===== config.mk =====
export PLATFORM = sky130hd
export DESIGN_NAME = uart_tx_serializer
export DESIGN_NICKNAME = d
export VERILOG_FILES = /design/src/rtl/uart_pkg.sv /design/src/rtl/uart_bit_timer.sv /design/src/rtl/uart_tx_serializer.sv
export SDC_FILE = /design/constraint.sdc
export NUM_CORES = 1
export LEC_CHECK = 0
export CAP_MARGIN = 25
export CORE_MARGIN = 2
export CORE_UTILIZATION = 41
export CTS_CLUSTER_DIAMETER = 80
export DETAILED_ROUTE_END_ITERATION = 16
export PLACE_DENSITY = 0.59
export RECOVER_POWER = 50
export SLEW_MARGIN = 20
export SYNTH_ARGS = -nofsm -noshare
export SYNTH_HDL_FRONTEND = slang
export SYNTH_SLANG_ARGS = --single-unit

===== constraint.sdc =====
create_clock -name clock -period 3.3 [get_ports clock]
set_clock_uncertainty 0.05 [all_clocks]
set_input_delay 0.66 -clock clock [delete_from_list [all_inputs] [get_ports clock]]
set_output_delay 0.66 -clock clock [all_outputs]
set_load 0.05 [all_outputs]

===== src/rtl/uart_pkg.sv =====
// Shared UART types and widths used by the transmitter and the programming-UART receiver.
package uart_pkg;

  localparam int UART_DATA_W = 8;
  localparam int UART_CPB_W  = 16;

  typedef enum logic [2:0] {
    IDLE   = 3'd0,
    START  = 3'd1,
    DATA   = 3'd2,
    PARITY = 3'd3,
    STOP   = 3'd4
  } tx_state_e;

endpackage


===== src/rtl/uart_bit_timer.sv =====
// Bit-period timer: latches the effective clocks-per-bit on load and flags the last cycle of each bit.
module uart_bit_timer
  import uart_pkg::*;
#(
  parameter int CPB_W = UART_CPB_W
) (
  input  logic             clock,
  input  logic             reset,
  input  logic             load,
  input  logic [CPB_W-1:0] cpb,
  input  logic             run,
  output logic             bit_end
);

  logic [CPB_W-1:0] cpb_eff_r;
  logic [CPB_W-1:0] count_r;

  // Divisor latch and per-bit cycle counter; a divisor of zero behaves as one.
  always_ff @(posedge clock) begin
    if (!reset) begin
      cpb_eff_r <= CPB_W'(1);
      count_r   <= {CPB_W{1'b0}};
    end else if (load) begin
      cpb_eff_r <= (cpb == {CPB_W{1'b0}}) ? CPB_W'(1) : cpb;
      count_r   <= {CPB_W{1'b0}};
    end else if (run) begin
      count_r   <= bit_end ? {CPB_W{1'b0}} : (count_r + CPB_W'(1));
    end else begin
      count_r   <= {CPB_W{1'b0}};
    end
  end

  assign bit_end = run && (count_r == (cpb_eff_r - CPB_W'(1)));

endmodule


===== src/rtl/uart_tx_serializer.sv =====
// UART transmitter (8N1 by default); define UART_TX_PARITY_EN to insert an even-parity bit (8E1).
module uart_tx_serializer
  import uart_pkg::*;
#(
  parameter int DATA_W    = UART_DATA_W,
  parameter int STOP_BITS = 1,
  parameter int CPB_W     = UART_CPB_W
) (
  input  logic              clock,
  input  logic              reset,
  input  logic [CPB_W-1:0]  io_CLK_PER_BIT,
  input  logic [DATA_W-1:0] io_tx_data_i,
  input  logic              io_tx_valid_i,
  output logic              io_tx_ready_o,
  output logic              io_tx_o,
  output logic              io_tx_busy_o,
  output logic              io_tx_done_o
);

  localparam int BI_W = (DATA_W > 1) ? $clog2(DATA_W) : 1;
  localparam int SI_W = (STOP_BITS > 1) ? $clog2(STOP_BITS) : 1;

  tx_state_e         state_r, state_s;
  logic [DATA_W-1:0] shift_r, shift_s;
  logic [BI_W-1:0]   bit_idx_r, bit_idx_s;
  logic [SI_W-1:0]   stop_idx_r, stop_idx_s;
  logic              tx_r, line_s;
  logic              done_r, done_s;
  logic              busy_r;
  logic              bit_end_s;
  logic              last_stop_s;
  logic              ready_s;
  logic              accept_s;

`ifdef UART_TX_PARITY_EN
  logic parity_r;

  function automatic logic even_parity(input logic [DATA_W-1:0] d);
    return ^d;
  endfunction
`endif

  assign last_stop_s = (state_r == STOP) && (stop_idx_r == SI_W'(STOP_BITS - 1)) && bit_end_s;
  assign ready_s     = (state_r == IDLE) || last_stop_s;
  assign accept_s    = io_tx_valid_i && ready_s;

  uart_bit_timer #(
    .CPB_W (CPB_W)
  ) u_bit_timer (
    .clock   (clock),
    .reset   (reset),
    .load    (accept_s),
    .cpb     (io_CLK_PER_BIT),
    .run     (state_r != IDLE),
    .bit_end (bit_end_s)
  );

  // Next-state, shift and line-value decode; the line value follows the next state so the output flop leads cleanly.
  always_comb begin
    state_s    = state_r;
    shift_s    = shift_r;
    bit_idx_s  = bit_idx_r;
    stop_idx_s = stop_idx_r;
    done_s     = 1'b0;
    line_s     = 1'b1;
    case (state_r)
      IDLE: begin
        if (accept_s) begin
          state_s = START;
          shift_s = io_tx_data_i;
        end else begin
          state_s = IDLE;
        end
      end
      START: begin
        if (bit_end_s) begin
          state_s   = DATA;
          bit_idx_s = {BI_W{1'b0}};
        end else begin
          state_s = START;
        end
      end
      DATA: begin
        if (bit_end_s) begin
          shift_s = {1'b0, shift_r[DATA_W-1:1]};
          if (bit_idx_r == BI_W'(DATA_W - 1)) begin
`ifdef UART_TX_PARITY_EN
            state_s    = PARITY;
`else
            state_s    = STOP;
`endif
            stop_idx_s = {SI_W{1'b0}};
          end else begin
            bit_idx_s = bit_idx_r + BI_W'(1);
          end
        end else begin
          state_s = DATA;
        end
      end
`ifdef UART_TX_PARITY_EN
      PARITY: begin
        if (bit_end_s) begin
          state_s    = STOP;
          stop_idx_s = {SI_W{1'b0}};
        end else begin
          state_s = PARITY;
        end
      end
`endif
      STOP: begin
        if (bit_end_s) begin
          if (stop_idx_r == SI_W'(STOP_BITS - 1)) begin
            done_s = 1'b1;
            if (accept_s) begin
              state_s = START;
              shift_s = io_tx_data_i;
            end else begin
              state_s = IDLE;
            end
          end else begin
            stop_idx_s = stop_idx_r + SI_W'(1);
          end
        end else begin
          state_s = STOP;
        end
      end
      default: begin
        state_s = IDLE;
      end
    endcase

    case (state_s)
      IDLE:    line_s = 1'b1;
      START:   line_s = 1'b0;
      DATA:    line_s = shift_s[0];
`ifdef UART_TX_PARITY_EN
      PARITY:  line_s = parity_r;
`endif
      STOP:    line_s = 1'b1;
      default: line_s = 1'b1;
    endcase
  end

  // State, data path and output flops; reset abandons any frame and returns the line high.
  always_ff @(posedge clock) begin
    if (!reset) begin
      state_r    <= IDLE;
      shift_r    <= {DATA_W{1'b0}};
      bit_idx_r  <= {BI_W{1'b0}};
      stop_idx_r <= {SI_W{1'b0}};
      tx_r       <= 1'b1;
      done_r     <= 1'b0;
      busy_r     <= 1'b0;
    end else begin
      state_r    <= state_s;
      shift_r    <= shift_s;
      bit_idx_r  <= bit_idx_s;
      stop_idx_r <= stop_idx_s;
      tx_r       <= line_s;
      done_r     <= done_s;
      busy_r     <= (state_s != IDLE);
    end
  end

`ifdef UART_TX_PARITY_EN
  // Parity is taken from the byte at accept, since the shift register is consumed during DATA.
  always_ff @(posedge clock) begin
    if (!reset) begin
      parity_r <= 1'b0;
    end else if (accept_s) begin
      parity_r <= even_parity(io_tx_data_i);
    end else begin
      parity_r <= parity_r;
    end
  end
`endif

  assign io_tx_o       = tx_r;
  assign io_tx_done_o  = done_r;
  assign io_tx_busy_o  = busy_r;
  assign io_tx_ready_o = ready_s;

endmodule


== Word-level counts from Yosys, hierarchy flattened ==
Cells that the tools add are included.

* Reduce and logical (&&, ||, !) cells: 17
* Bitwise operators: 3
* Mux-type cells: 24
* Equality and inequality tests: 13
* Add/sub/neg operators: 4

{| class="wikitable"
|+ Operators with widths
! operator !! count
|-
| $mux W8 || 4
|-
| $pmux W8 S3 || 1
|-
| $mux W3 || 7
|-
| $add A16 B1 Y16 const B || 1
|-
| $eq A16 B16 Y1 || 1
|-
| $logic_not A16 Y1 || 1
|-
| $mux W16 || 1
|-
| $sub A16 B1 Y16 const B || 1
|-
| $ne A2 B2 Y1 const B || 6
|-
| $pmux W3 S4 || 1
|-
| $reduce_and A4 Y1 || 3
|-
| $reduce_bool A3 Y1 || 3
|-
| $eq A3 B1 Y1 const B || 2
|-
| $eq A3 B2 Y1 const B || 2
|-
| $eq A3 B3 Y1 const B || 2
|-
| $mux W1 || 6
|-
| $pmux W3 S2 || 1
|-
| $logic_and A1 B1 Y1 || 4
|-
| $pmux W1 S2 || 2
|-
| $reduce_bool A2 Y1 || 2
|-
| $reduce_or A4 Y1 || 1
|-
| $add A3 B1 Y3 const B || 1
|-
| $logic_not A3 Y1 || 1
|-
| $not A1 Y1 || 3
|-
| 4 further kinds || 4
|}

* Word-level logic and storage cells: 71
* Input bits: 27
* Bits in registers: 50
* Output and inout bits: 4

== Logic depth before layout (Yosys ltp) ==
* Depth in word-level cells: 12
* Mapped depth: 13
* Mapped depth without buffers: 11

== Hierarchy ==
Synthesis repeated with hierarchy kept, for this count alone.

* Cells, all modules: 320
* Area total of the unflattened synthesis: 2,966.6 um^2

{| class="wikitable"
|+ By module, submodules not included
! module !! times used !! cells an instance !! seq. area each (um^2) !! area each (um^2)
|-
| uart_bit_timer || 1 || 206 || 640.6 || 1,960.6
|-
| uart_tx_serializer || 1 || 114 || 340.3 || 1,006.0
|}

== Worst setup path before layout ==
OpenSTA, ideal clock, no wires.

* Kind: register to output
* From: reg u_bit_timer.cpb_eff_r[0]
* To: out io_tx_ready_o
* Path slack: -0.761 ns
* Cell stages (with the launch flop): 10
* Arrival: 3.351 ns
* Path buffers: 1
* Data required time: 2.590 ns
* Cell sequence: dfxtp_1 inv_1 ha_1 xnor2_1 or3_1 nor4_1 nand3_1 or3_4 buf_6 a211oi_1

* Word-level cells in the longest chain between the ends: 5

{| class="wikitable"
|+ RTL lines
! element !! line !! RTL
|-
| start: declaration || uart_bit_timer.sv:15 || <nowiki>logic [CPB_W-1:0] cpb_eff_r;</nowiki>
|-
| start signal: assignment || uart_bit_timer.sv:24 || <nowiki>cpb_eff_r <= (cpb == {CPB_W{1'b0}}) ? CPB_W'(1) : cpb;</nowiki>
|-
| $sub A16 B1 Y16 || uart_bit_timer.sv:33 || <nowiki>assign bit_end = run && (count_r == (cpb_eff_r - CPB_W'(1)));</nowiki>
|-
| $eq A16 B16 Y1 || uart_bit_timer.sv:33 ||
|-
| $logic_and A1 B1 Y1 || uart_bit_timer.sv:33 ||
|-
| $logic_and A1 B1 Y1 || uart_tx_serializer.sv:43 || <nowiki>assign last_stop_s = (state_r == STOP) && (stop_idx_r == SI_W'(STOP_BITS - 1)) && bit_end_s;</nowiki>
|-
| $logic_or A1 B1 Y1 || uart_tx_serializer.sv:44 || <nowiki>assign ready_s = (state_r == IDLE) || last_stop_s;</nowiki>
|-
| end: declaration || uart_tx_serializer.sv:14 || <nowiki>output logic io_tx_ready_o,</nowiki>
|}

No other way between the ends.

== Worst setup path after layout ==
Same ends and word-level chain as after synthesis.

==> impl_results.md <==
* Worst slew margin at 47.38%
* Adder-cell share of the synthesized area at between 1.5 and 2%
* Failing checks: negative setup slack
* Status: complete, but fails checks
* RSZ-0062 raised after global routing: yes
* Simple-Gate Fraction of Synth Area at approximately a quarter
* WS Path Type: flip-flop to primary output
* Layout cell share with drive strength beyond 1 at 16.71%
* Post-Route WL at 6345 µm
* Antenna violations before repair at 0
* GP Congestion at 0.8071
* Synth top cells by count: dfxtp_1 (49), nor2_1 (29), nor2b_1 (22), mux2i_1 (17)
* IO Pins at 31
* Non-filler instance count after layout at 433
* Largest net degree at the start of global routing at 21
* Reg-to-Reg End: shift_r[2]
* Yosys reg bits at between 40 and 50
* Max Freq at ~300 MHz
* Die Wd at 86.81 µm
* Startpoint Class: flip-flop
* Post-synthesis mux area share at between 6 and 7%
* Placeable Area at about 6700 µm²
* Path depth of the worst reg2reg path at 13
* Count leader, synth: dfxtp_1
* Register area share after synthesis at 34.89%
* Initial core utilization at 41.84%
* WHS Endpoint: bit_idx_r[2]
* Worst Path Arrival at 2.66 ns
* Yosys cell types at 67
* Synth Area in Compound Gates at 15.71%
* Port Buffers at 30
* Number of max-cap violations at 0
* Sequential power share at between 40 and 50%
* Worst path required time at 2.59 ns
* Period minus WS final at 3.367 ns
* Yosys warnings at 0
* Drt pass-1 iters at 4
* Max Slew Vio Count at 0
* Area Growth Syn to Fin at 23.59%
* Top cells by area, synth: dfxtp_1 (35%), mux2i_1 (6.1%), xnor2_1 (5.0%)
* Cell Pwr Density at 413.2 nW/µm²
* Final worst-path cycle share at 102.0%
* Mapped Area at 2811 µm²
* Fin worst setup slack at -0.06723 ns
* DP Wirelength at 4716 µm
* Leak at around 1.3 nW
* Cell Int Power at approximately 1.0 mW
* Syn_nets at 346
* Synth Instances at about 320
* Fraction of registers with async set/reset at 0%
* Synth top area share at 34.89%
* Latest clock arrival within the worst-skew pair at 0.30 ns
* Synth Area in XOR/XNOR at ~9.0%
* GRT Resource Usage Total at 17.64%
* HP Start: bit_idx_r[2]
* Leading area contributor after synthesis: dfxtp_1
* CTS sink cnt at 49
* Net switching power at 0.3934 mW
* Clock share of power at a little under a third
* Clk root buf: clkbuf_8
* Post-synth EDFFs at 0
* Crit-path max FO at 4
* Hold_buf cts at 0
* # setup viols final at 1
* Main combinational cell family by area after synthesis: simple AND/OR/NAND/NOR gates
* Sum Neg Setup Slack at -0.06723 ns
* Clk buf depth at 2
* GR Overflow Total at 0
* Combinational fraction of design power at 22.7%
* CP Capture Type: primary output
* Hold Path Depth at 2
* DP Worst Slack at 0.05353 ns
* H-tree depth at 2
* Post-Syn Area per Cell at around 9 µm²
* Vias at 2307
* DIE AREA at between 7000 and 8000 µm²
* Layout Nets at 383
* DR WL/cell at ~15 µm
* R2r setup slk at 0.22 ns
* Most used DFF post-synth: dfxtp_1
* RR Startpoint: u_bit_timer.cpb_eff_r[0]
* Hold Path Class: flip-flop to flip-flop
* Worst VDD drop at 201.0 µV
* Initial DRC Count at between 60 and 70
* Fin area at 3475 µm²
* # DRC at 0
* Die H at 86.81 µm
* Slew @ Worst Pin at 0.7874 ns
* Detail Route Antenna Nets at 0
* Final count of hold timing violations at 0
* Clock-pin slew on the worst setup and hold paths at approximately 0.090 ns
* Vias per cell at between 5 and 6
* Cell Rows at 30
* CTS Buf Count at 5
* Post-placement cell count at between 400 and 500
* Sw frac at 27.40%
* First-pass GRT wire length at between 10000 and 15000 µm
* CTS tree: done
* Vias in the first global route at approximately 2300
* Placed inst area at 3242 µm²
* Antenna Cells at 0
==> timing repair <==
action                                  in CTS  in global routing
setup buffers                                6                  1
pin swaps                                   10                  7
endpoints found under the setup margin       1                  2
gates resized for setup                     12                  8
==> power groups by stage <==
stage	combinational (mW)	clock, mW	sequential, mW
2_1_floorplan	0.199	0	0.670
3_3_place_gp	0.291	0	0.675
3_5_place_dp	0.294	0	0.675
4_1_cts	0.318	0.455	0.663
5_1_grt	0.357	0.477	0.670
6_report	0.326	0.446	0.663
==> flip-flops by register name (all words and copies together), names as in the netlist <==
signal / flops
io_tx_busy_o: 1
io_tx_done_o: 1
io_tx_o: 1
u_bit_timer.count_r: 16
bit_idx_r: 3
shift_r: 8
u_bit_timer.cpb_eff_r: 16
state_r: 3
==> how the worst max path moves through the flow <==
stage,to,from,slack [ns]
CTS,io_tx_ready_o,u_bit_timer.cpb_eff_r[5],-0.13
floorplan,io_tx_ready_o,u_bit_timer.cpb_eff_r[0],0.03
global placement,io_tx_ready_o,u_bit_timer.cpb_eff_r[0],0.1
finish,io_tx_ready_o,u_bit_timer.cpb_eff_r[0],-0.07
detailed placement,io_tx_ready_o,u_bit_timer.cpb_eff_r[0],0.05
global route,io_tx_ready_o,u_bit_timer.cpb_eff_r[5],-0.17
==> worst max-delay path, stage by stage, from the launching register on <==
cell and delay [ns]:
dfxtp_4 0.37, inv_2 0.09, ha_4 0.14, and2_1 0.16, nor4b_2 0.20, a31oi_1 0.08
nor4_2 0.36, nand3_2 0.12, or3_4 0.42, a211oi_4 0.25, buf_12 0.17
==> layer usage <==
layer  vias up  GRT usage (%)  wire length (µm)
met4         0          4.972                74
met5         -              0                 0
met2        26          31.78              3052
met3         7          3.143               178
met1      1076          21.31              3040
li1       1198              -                 -
==> final cells by class <==
class,count,area (µm²)
clock buffers,7,86.33
clock inverters,1,30.03
fillers,604,3244
inverters,10,37.54
multi-input cells,237,1757
flip-flops and latches,49,994.7
well taps,80,100.1
repair buffers,49,469.2
==> per-stage QoR <==
stage / power (mW) / utilization [%] / hold WS (ns)
5_1_grt: 1.504 / 51.71 / 0.4700
4_1_cts: 1.436 / 51.21 / 0.4484
3_3_place_gp: 0.9655 / 48.10 / 0.4199
3_5_place_dp: 0.9696 / 48.25 / 0.4338
2_1_floorplan: 0.8691 / - / 0.4028
6_report: 1.436 / 51.71 / 0.4404
==> cell families after synthesis <==
| group | count (synthesis) |
|---|---|
| AOI/OAI and AO/OA | 56 |
| xor gates and xnor gates | 29 |
| adders and majority gates | 4 |
| buffers and inverters | 29 |
| DFF | 49 |
| muxes | 18 |
| and+or+nand+nor | 130 |
==> placed cells by master, fill, tap and decap left out, types with 3 or more instances in the layout <==
master           count
a31oi_1              6
xor2_1              13
nor2_1              29
a22o_1               6
nand2_1             16
ha_1                 3
or3_1                4
nand3_1             14
dlygate4sd3_1        3
and3_1               5
dfxtp_4              3
nor3_1               5
o21ai_0              5
nand2b_1             3
a21oi_1              7
inv_1                8
clkdlybuf4s50_1     26
nor4_1               6
dfxtp_1             44
mux2i_1             17
xnor2_1             16
buf_4               17
a221o_1              6
nor2b_1             21
clkbuf_8             6
Note: power is estimated with default switching activity, not from simulation.
